===== config.mk =====
export PLATFORM = sky130hd
export DESIGN_NAME = chunked_addsub_seq_flat
export DESIGN_NICKNAME = d
export VERILOG_FILES = /design/src/rtl/chunked_addsub_seq_if.sv /design/src/rtl/chunked_addsub_seq.sv /design/src/flat_wrapper.sv
export SDC_FILE = /design/constraint.sdc
export NUM_CORES = 1
export LEC_CHECK = 0
export ABC_AREA = 1
export CORE_MARGIN = 4
export CORE_UTILIZATION = 48
export DETAILED_ROUTE_END_ITERATION = 12
export GPL_TIMING_DRIVEN = 0
export PLACE_DENSITY = 0.85
export SYNTH_ARGS = -nofsm -noshare
export SYNTH_HDL_FRONTEND = slang
export SYNTH_SLANG_ARGS = --single-unit

===== constraint.sdc =====
create_clock -name clk -period 2.4 [get_ports clk]
set_clock_uncertainty 0.05 [all_clocks]
set_input_delay 0.48 -clock clk [delete_from_list [all_inputs] [get_ports clk]]
set_output_delay 0.48 -clock clk [all_outputs]
set_load 0.05 [all_outputs]

===== src/rtl/chunked_addsub_seq_if.sv =====
// Handshake and operand/result bundle for the chunked add/subtract unit.
// The master side issues operations; the slave side is the arithmetic core.
interface chunked_addsub_seq_if #(
  parameter int N = 8
);
  logic         start;
  logic         sub;
  logic [N-1:0] a;
  logic [N-1:0] b;
  logic         busy;
  logic         done;
  logic [N-1:0] sum;
  logic         carry_out;
  logic         overflow;

  modport master (
    output start, sub, a, b,
    input  busy, done, sum, carry_out, overflow
  );

  modport slave (
    input  start, sub, a, b,
    output busy, done, sum, carry_out, overflow
  );
endinterface


===== src/rtl/chunked_addsub_seq.sv =====
// Multi-cycle N-bit adder/subtractor that ripples W bits per clock, LSB chunk
// first, and registers sum, unsigned carry and signed overflow on completion.
module chunked_addsub_seq #(
  parameter int N = 8,
  parameter int W = 2
) (
  input  logic                 clk,
  input  logic                 rst_n,
  chunked_addsub_seq_if.slave  bus
);

  localparam int CHUNKS = N / W;
  localparam int IDX_W  = (CHUNKS > 1) ? $clog2(CHUNKS) : 1;

  generate
    if (N < 2 || W < 1 || W > N || (N % W) != 0) begin : g_bad_params
      $error("chunked_addsub_seq: need N >= 2, 1 <= W <= N and N divisible by W");
    end
  endgenerate

  typedef enum logic [1:0] {IDLE, RUN, DONE} state_t;

  state_t             state;
  state_t             state_next;

  logic [N-1:0]       a_op;
  logic [N-1:0]       b_op;
  logic [N-1:0]       res;
  logic               carry;
  logic [IDX_W-1:0]   idx;

  logic [N-1:0]       sum_r;
  logic               carry_out_r;
  logic               overflow_r;

  logic [W-1:0]       a_chunk;
  logic [W-1:0]       b_chunk;
  logic [W:0]         chunk;
  logic [N-1:0]       res_next;
  logic               last;

  // Two's-complement overflow: carry into the sign bit differs from carry out.
  function automatic logic signed_ovf(input logic a_msb, input logic b_msb,
                                      input logic s_msb, input logic c_out);
    return (a_msb ^ b_msb ^ s_msb) ^ c_out;
  endfunction

  always_comb begin
    a_chunk  = a_op[int'(idx)*W +: W];
    b_chunk  = b_op[int'(idx)*W +: W];
    chunk    = {1'b0, a_chunk} + {1'b0, b_chunk} + {{W{1'b0}}, carry};
    res_next = res;
    res_next[int'(idx)*W +: W] = chunk[W-1:0];
    last     = (idx == IDX_W'(CHUNKS - 1));
  end

  always_comb begin
    state_next = state;
    case (state)
      IDLE:    if (bus.start) state_next = RUN;
      RUN:     if (last)      state_next = DONE;
      DONE:                   state_next = IDLE;
      default:                state_next = IDLE;
    endcase
  end

  always_ff @(posedge clk or negedge rst_n) begin
    if (!rst_n) state <= IDLE;
    else        state <= state_next;
  end

  // Operand capture in IDLE, one chunk per clock in RUN, result commit on the last chunk.
  always_ff @(posedge clk or negedge rst_n) begin
    if (!rst_n) begin
      a_op        <= '0;
      b_op        <= '0;
      res         <= '0;
      carry       <= 1'b0;
      idx         <= '0;
      sum_r       <= '0;
      carry_out_r <= 1'b0;
      overflow_r  <= 1'b0;
    end else begin
      case (state)
        IDLE: begin
          if (bus.start) begin
            a_op  <= bus.a;
            b_op  <= bus.sub ? ~bus.b : bus.b;
            carry <= bus.sub;
            idx   <= '0;
          end
        end
        RUN: begin
          res   <= res_next;
          carry <= chunk[W];
          idx   <= last ? '0 : idx + 1'b1;
          if (last) begin
            sum_r       <= res_next;
            carry_out_r <= chunk[W];
            overflow_r  <= signed_ovf(a_op[N-1], b_op[N-1], chunk[W-1], chunk[W]);
          end
        end
        default: ;
      endcase
    end
  end

  assign bus.busy      = (state == RUN);
  assign bus.done      = (state == DONE);
  assign bus.sum       = sum_r;
  assign bus.carry_out = carry_out_r;
  assign bus.overflow  = overflow_r;

endmodule


===== src/flat_wrapper.sv =====
// flat-port wrapper written by rule: the top's interface ports become plain ports
module chunked_addsub_seq_flat 
#(
  parameter int N = 8,
  parameter int W = 2
)
  (clk, rst_n, bus_start, bus_sub, bus_a, bus_b, bus_busy, bus_done, bus_sum, bus_carry_out, bus_overflow);
  chunked_addsub_seq_if #(.N(N)) bus_i ();
  input  logic clk;
  input  logic rst_n;
  input wire logic [$bits(bus_i.start)-1:0] bus_start;
  input wire logic [$bits(bus_i.sub)-1:0] bus_sub;
  input wire logic [$bits(bus_i.a)-1:0] bus_a;
  input wire logic [$bits(bus_i.b)-1:0] bus_b;
  output wire logic [$bits(bus_i.busy)-1:0] bus_busy;
  output wire logic [$bits(bus_i.done)-1:0] bus_done;
  output wire logic [$bits(bus_i.sum)-1:0] bus_sum;
  output wire logic [$bits(bus_i.carry_out)-1:0] bus_carry_out;
  output wire logic [$bits(bus_i.overflow)-1:0] bus_overflow;
  assign bus_i.start = bus_start;
  assign bus_i.sub = bus_sub;
  assign bus_i.a = bus_a;
  assign bus_i.b = bus_b;
  assign bus_busy = bus_i.busy;
  assign bus_done = bus_i.done;
  assign bus_sum = bus_i.sum;
  assign bus_carry_out = bus_i.carry_out;
  assign bus_overflow = bus_i.overflow;
  chunked_addsub_seq #(.N(N), .W(W)) u_core (.clk(clk), .rst_n(rst_n), .bus(bus_i));
endmodule

==> impl_metrics.csv, run 1 <==
group,metric,value,unit
outcome,status,"finished, final reports clean",
floorplanning,die_y,72.7,µm
timing,relSlewSlack,43.7,%
floorplanning,core_area,0.00403,mm²
critical_path,reg2reg_setup_slack,0.06,ns
grt,antenna_found_initial,0,
clock_tree,cts_tree,"built",
grt,grt_max_degree,40,
floorplanning,rows,23,
critical_path,required,2.58,ns
synth,yosys-top-cells-area,"dfrtp_1, nand2_1, o21ai_0, ha_1, xnor2_1",
place,postPlaceCellArea,0.00237,mm²
finish,multi_input_area,951,µm²
worst_hold_path,hold_path.class,"input port to asynchronous set/reset pin",
floorplanning,num_io_pins,32,
synth,postSynthAreaPerCell,8.11,µm²
clock_tree,clk_latency,0.29,ns
synth,ys_warn_count,0,
timing,fin_crit,2.34,ns
timing,grt_setup_unrepaired,"true",
clock_tree,ctsHtreeMaxLevel,2,
clock_tree,cts_root_buf,"clkbuf_8",
detailed_routing,firstDrtPassIters,4,
timing,report.final.slew_viol_count,0,
synth,synth_top_area_share,48.5,%
timing,hold_viol,0,
clock_tree,clk_path_buf_depth,2,
finish,antennaDiodeCount,0,
finish,final_nets,318,
timing,finalSetupTns,0,ns
place,hpwl,2.90,mm
grt,grt_pass1_wl,7.25,mm
critical_path,crit_path_start_kind,"flop",
detailed_routing,wl_per_cell,12.5,µm
clock_tree,path_clk_slew,0.08,ns
synth,synth_area_leader_cell,"dfrtp_1",
synth,synth.net_count,276,
pwr,peakVddDrop,0.705,mV
detailed_routing,vias,1680,
finish,final_area,0.00258,mm²
clock_tree,numCtsBuffers,5,
critical_path,crit_type,"flop to flop",
timing,max_freq,0.428,GHz
synth,netlist_instances,248,
synth,syn-cell-area,0.00201,mm²
grt,track_usage,17.5,%
clock_tree,clock-sinks,39,
finish,layout.cells.non_filler,340,
pwr,p_per_area,1480,mW/mm²
finish,drive_gt1_share,15.9,%
detailed_routing,wirelength,4.27,mm
synth,synth.distinct_cells,20,
finish,syn_to_final_growth,28.0,%
finish,seqCellArea,978,µm²
synth,ys_seq_area_share,48.5,%
critical_path,arrival,2.52,ns
critical_path,crit_fanout,6,
flow_run,drv_cap,0,
detailed_routing,routed_via_density,4.94,
timing,holdWs,0.241,ns
timing,setup_viol,0,
grt,overflow,0,
floorplanning,die_w,72.7,µm
timing,finalCritPeriodShare,97.3,%
place,portBuffers,30,
timing,tightest_slew,0.844,ns
detailed_routing,drt-initial-drc-count,95,
synth,ys_seq_elements,39,
finish,fill_cells,357,
place,place_inst,328,
pwr,p_leak,0.00129,µW
critical_path,end_kind,"flop",
detailed_routing,drc,0,
place,routabilityCongestion,0.790,
floorplanning,design.die.area,0.00529,mm²
detailed_routing,postRouteAntennaNets,0,
grt,grt_pass1_vias,1654,
floorplanning,initial_utilization,49.9,%
## what timing repair did
item	in CTS	in global routing
setup buffers	1	3
pin swaps	1	1
resized for setup	16	8
endpoints found under the hold margin	0	0
gates cloned	0	1
setup endpoints to repair	9	10
hold buffers	0	0
## worst max-delay path: stages (launching register included)
cell	delay, ns
dfrtp_2	0.46
buf_8	0.15
o21ai_2	0.14
o22ai_2	0.11
fa_2	0.37
fa_2	0.61
nand3_2	0.13
o21ai_2	0.15
nand2_1	0.06
nand2_1	0.06
## kinds of logic after synthesis
| kind of cell | count (synthesis) | share of synthesized area, % |
|---|---|---|
| buffers and inverters | 26 | 6.78 |
| XOR/XNOR | 8 | 3.48 |
| AO/OA/AOI/OAI | 32 | 9.08 |
| flip-flops | 39 | 48.5 |
| AND/OR/NAND/NOR | 135 | 26.4 |
| adder cells (fa/ha/maj) | 8 | 5.72 |
## power breakdown
group	total [µW]	internal, µW	switching, µW	leakage (µW)
Sequential	1140	946	197	0.000503
Clock	447	225	222	0.0000470
Combinational	2230	846	1380	0.000737
## Yosys cell counts
library cell,count
nand2_1,115
dfrtp_1,39
o21ai_0,18
inv_1,14
nor2_1,10
xnor2_1,8
nand3_1,7
ha_1,6
inv_2,5
o21ai_1,5
buf_6,4
o21ai_2,4
o22ai_1,4
buf_4,2
fa_1,2
buf_2,1
nand2_2,1
nand3_2,1
nor2_4,1
o211ai_1,1
## flip-flops by register name, indices dropped and copies added (netlist names)
| signal | count |
|---|---|
| u_core.a_op | 8 |
| u_core.b_op | 8 |
| u_core.bus.carry_out | 1 |
| u_core.bus.overflow | 1 |
| u_core.bus.sum | 8 |
| u_core.carry | 1 |
| u_core.idx | 2 |
| u_core.res | 8 |
| u_core.state | 2 |
## final timing paths
path | from | endpoint | depth (start not counted)
min | rst_n | u_core.bus.sum[4]$_DFFE_PN0P_ | 1
min reg2reg | u_core.bus.sum[4]$_DFFE_PN0P_ | u_core.bus.sum[4]$_DFFE_PN0P_ | 2
min in group clk | u_core.bus.sum[4]$_DFFE_PN0P_ | u_core.bus.sum[4]$_DFFE_PN0P_ | 2
max | u_core.idx[0]$_DFFE_PN0P_ | u_core.bus.sum[3]$_DFFE_PN0P_ | 9
max reg2reg | u_core.idx[0]$_DFFE_PN0P_ | u_core.bus.sum[3]$_DFFE_PN0P_ | 9
max in group asynchronous | rst_n | u_core.idx[0]$_DFFE_PN0P_ | 1
## routing by layer
| metal | vias up | wire length, µm | part of all wire (%) | global-route usage, % |
|---|---|---|---|---|
| met5 | - | 0 | 0 | 0 |
| met4 | 0 | 42 | 0.98 | 6.35 |
| met3 | 4 | 204 | 4.8 | 3.99 |
| met2 | 36 | 2200 | 52 | 31.1 |
| met1 | 783 | 1820 | 43 | 20.6 |
| li1 | 857 | - | - | - |
## stage by stage
step                      setup slack [ns]  power (µW)  utilization [%]
after floorplan                     0.0313        2590                -
after global placement              -0.175        3040             58.9
after detailed placement            -0.252        3110             58.8
after CTS                         0.000632        3690             62.2
after global routing               -0.0343        4150             63.9
final                               0.0647        3820             63.9
## cells in the final DEF, fill, tap and decap left out
cell	count
buf_2	2
buf_4	5
buf_6	4
buf_8	1
clkbuf_16	1
clkbuf_8	6
clkdlybuf4s50_1	28
clkinv_2	1
dfrtp_1	37
dfrtp_2	2
dlymetal6s2s_1	1
fa_2	2
ha_1	6
inv_1	14
inv_2	5
nand2_1	115
nand2_2	1
nand3_1	6
nand3_2	2
nor2_1	8
nor2_2	1
nor2_4	2
o211ai_1	1
o21ai_0	12
o21ai_1	6
o21ai_2	9
o22ai_1	2
o22ai_2	2
xnor2_1	8
## cell type report
class / count / share of cell area (%)
clock buffers: 6 / 3.21
plain buffers: 7 / 2.82
multi-input cells: 183 / 36.9
well taps: 50 / 2.43
clock inverters: 1 / 0.194
flip-flops and latches: 39 / 38.0
inverters: 19 / 2.77
repair buffers: 35 / 13.7
Power figures use the tool's default switching activity.
==> run 2, diff against run 1 <==
--- a/config.mk
+++ b/config.mk
@@ -10,7 +10,7 @@
 export CORE_UTILIZATION = 48
 export DETAILED_ROUTE_END_ITERATION = 12
 export GPL_TIMING_DRIVEN = 0
-export PLACE_DENSITY = 0.85
+export PLACE_DENSITY = 0.78
 export SYNTH_ARGS = -nofsm -noshare
 export SYNTH_HDL_FRONTEND = slang
 export SYNTH_SLANG_ARGS = --single-unit
==> run 2 against run 1 <==
  * First-iteration DRC count shrank 23%
  * Sequential share of layout area fell by 0.18 points
  * Combinational power rose by 17%
  * Hold slack got worse by 0.0020 ns
==> impl_metrics.csv, run 2 (synthesized netlist as in run 1, its figures left out) <==
group,metric,value,unit
clock_tree,clock-sinks,39,
finish,final_common_cell,"nand2_1",
timing,max_freq,0.420,GHz
floorplanning,design.die.area,0.00529,mm²
clock_tree,cts_root_buf,"clkbuf_8",
critical_path,critPathCapture,"u_core.bus.sum[3]$_DFFE_PN0P_",
finish,final_nets,319,
clock_tree,clk_latency,0.29,ns
timing,relSlewSlack,43.2,%
clock_tree,path_clk_slew,0.08,ns
critical_path,reg2reg_to,"u_core.bus.sum[3]$_DFFE_PN0P_",
critical_path,arrival,2.56,ns
floorplanning,initial_utilization,49.9,%
pwr,p_per_area,1610,mW/mm²
critical_path,crit_path_start_kind,"flop",
detailed_routing,vias,1645,
critical_path,reg2reg_setup_slack,0.02,ns
timing,holdWs,0.239,ns
pwr,p_sw,1940,µW
pwr,peakVddDrop,0.830,mV
floorplanning,die_w,72.7,µm
detailed_routing,routed_via_density,4.81,
pwr,p_leak,0.00128,µW
critical_path,end_kind,"flop",
place,portBuffers,30,
detailed_routing,firstDrtPassIters,4,
floorplanning,num_io_pins,32,
clock_tree,ctsHtreeMaxLevel,2,
place,place_inst,328,
finish,syn_to_final_growth,28.7,%
grt,antenna_found_initial,0,
finish,antennaDiodeCount,0,
clock_tree,cts_hold_buf,0,
critical_path,path_depth,10,
timing,grt_setup_unrepaired,"true",
place,hpwl,2.87,mm
clock_tree,numCtsBuffers,5,
grt,grt_max_degree,40,
detailed_routing,drc,0,
timing,tightest_slew,0.852,ns
pwr,p_comb_share,62.4,%
detailed_routing,wirelength,4.07,mm
finish,drive_gt1_share,17.8,%
grt,track_usage,17.4,%
timing,report.final.slew_viol_count,0,
floorplanning,core_area,0.00403,mm²
critical_path,slowest_delay,0.57,ns
critical_path,critical_path.cell_chain,"buf_6, nor2_1, o22ai_2, fa_2, fa_2, buf_6, nand3_4, o21ai_2, nand2_1, nand2_1",
clock_tree,cts_tree,"built",
flow_run,drv_cap,0,
grt,grt_pass1_vias,1642,
timing,setup_viol,0,
floorplanning,rows,23,
finish,layout.cells.non_filler,342,
critical_path,crit_type,"flop to flop",
worst_hold_path,hold_path.class,"input port to asynchronous set/reset pin",
critical_path,ff2ff_path_depth,10,
pwr,seqPwrFrac,27.5,%
outcome,status,"finished, final reports clean",
pwr,sw_frac_of_total,46.5,%
grt,overflow,0,
critical_path,crit_buf_inv,2,
pwr,p_total,4170,µW
critical_path,crit_start,"u_core.idx[0]$_DFFE_PN0P_",
clock_tree,clk_path_buf_depth,2,
pwr,p_clk_share,10.1,%
timing,finalCritPeriodShare,99.3,%
grt,grt_pass1_wl,7.22,mm
critical_path,r2r_start,"u_core.idx[0]$_DFFE_PN0P_",
finish,fill_cells,375,
place,routabilityCongestion,0.873,
detailed_routing,drt-initial-drc-count,73,
detailed_routing,wl_per_cell,11.9,µm
finish,final_area,0.00259,mm²
floorplanning,die_y,72.7,µm
critical_path,required,2.57,ns
finish,final_cell_mix,"nand2_1, dfrtp_1, clkdlybuf4s50_1, o21ai_0, inv_1",
detailed_routing,postRouteAntennaNets,0,
timing,hold_viol,0,
pwr,intPower,2230,µW
critical_path,cpLargestDelayFamily,"adder cells",
critical_path,crit_fanout,10,
place,postPlaceCellArea,0.00237,mm²
critical_path,cp_slowest_cell,"fa_2",
timing,fin_crit,2.38,ns
run 2: changes by cell type in the layout (fill, tap and decap cells not counted), moves of 2 or more:
cell / before / now
buf_6: 4 / 8
clkbuf_1: 0 / 2
inv_1: 14 / 12
nand2_1: 115 / 111
nand2_2: 1 / 5
run 2: worst register-to-register path, delay by kind of cell (launching register included):
kind	cells	cell delay (ns)
adders and majority gates	2	0.96
DFF	1	0.43
and+or+nand+nor	4	0.35
buffers and inverters	2	0.27
AOI/OAI and AO/OA	2	0.26
run 2: how the worst min path moves through the flow:
stage | startpoint | endpoint | cells after the start
floorplan | rst_n | u_core.a_op[0]$_DFFE_PN0P_ | 0
global placement | u_core.bus.sum[7]$_DFFE_PN0P_ | u_core.bus.sum[7]$_DFFE_PN0P_ | 2
detailed placement | u_core.bus.sum[4]$_DFFE_PN0P_ | u_core.bus.sum[4]$_DFFE_PN0P_ | 2
CTS | rst_n | u_core.bus.sum[4]$_DFFE_PN0P_ | 1
global route | rst_n | u_core.bus.sum[4]$_DFFE_PN0P_ | 1
finish | rst_n | u_core.bus.sum[4]$_DFFE_PN0P_ | 1
run 2: metrics by stage:
stage | setup slack [ns] | util [%] | TNS, ns
6_report | 0.0177 | 64.3 | 0
5_1_grt | -0.148 | 64.3 | -0.852
4_1_cts | 0.00330 | 62.6 | 0
3_5_place_dp | -0.246 | 58.8 | -1.24
3_3_place_gp | -0.201 | 58.9 | -4.28
2_1_floorplan | 0.0313 | - | 0
run 2: cell type report:
type	count	area, µm²	share of cell area, %
Tap cell	50	62.6	2.42
Sequential cell	39	978	37.8
Multi-Input combinational cell	183	965	37.3
Clock inverter	1	5.00	0.193
Timing Repair Buffer	36	354	13.7
Buffer	7	68.8	2.66
Inverter	19	78.8	3.04
Clock buffer	7	76.3	2.95
run 2: routing by layer:
layer / track usage (%) / routed length, µm / part of all wire, %
met1: 21.4 / 1830 / 45
met2: 30.4 / 1990 / 49
met3: 4.68 / 215 / 5.3
met4: 4.30 / 32 / 0.79
met5: 0 / 0 / 0
run 2: repair_timing:
action                                 4_1_cts  5_1_grt
gates resized for setup                     15       20
setup endpoints to repair                    9       10
setup buffers                                5        1
pin swaps                                    3       12
endpoints found under the hold margin        0        0
run 2: power groups by stage:
stage,sequential [µW],clock (µW),combinational [µW]
after CTS,1130,440,2260
after global routing,1180,463,2900
after floorplan,1330,0,1260
after global placement,1140,0,1920
final,1140,422,2600
after detailed placement,1150,0,1980
==> run 3, diff against run 2 <==
--- a/config.mk
+++ b/config.mk
@@ -6,6 +6,7 @@
 export NUM_CORES = 1
 export LEC_CHECK = 0
 export ABC_AREA = 1
+export ABC_CLOCK_PERIOD_IN_PS = 2400
 export CORE_MARGIN = 4
 export CORE_UTILIZATION = 48
 export DETAILED_ROUTE_END_ITERATION = 12
==> results of run 3 <==
No change in the layout: final DEF, timing and power equal those of run 2.
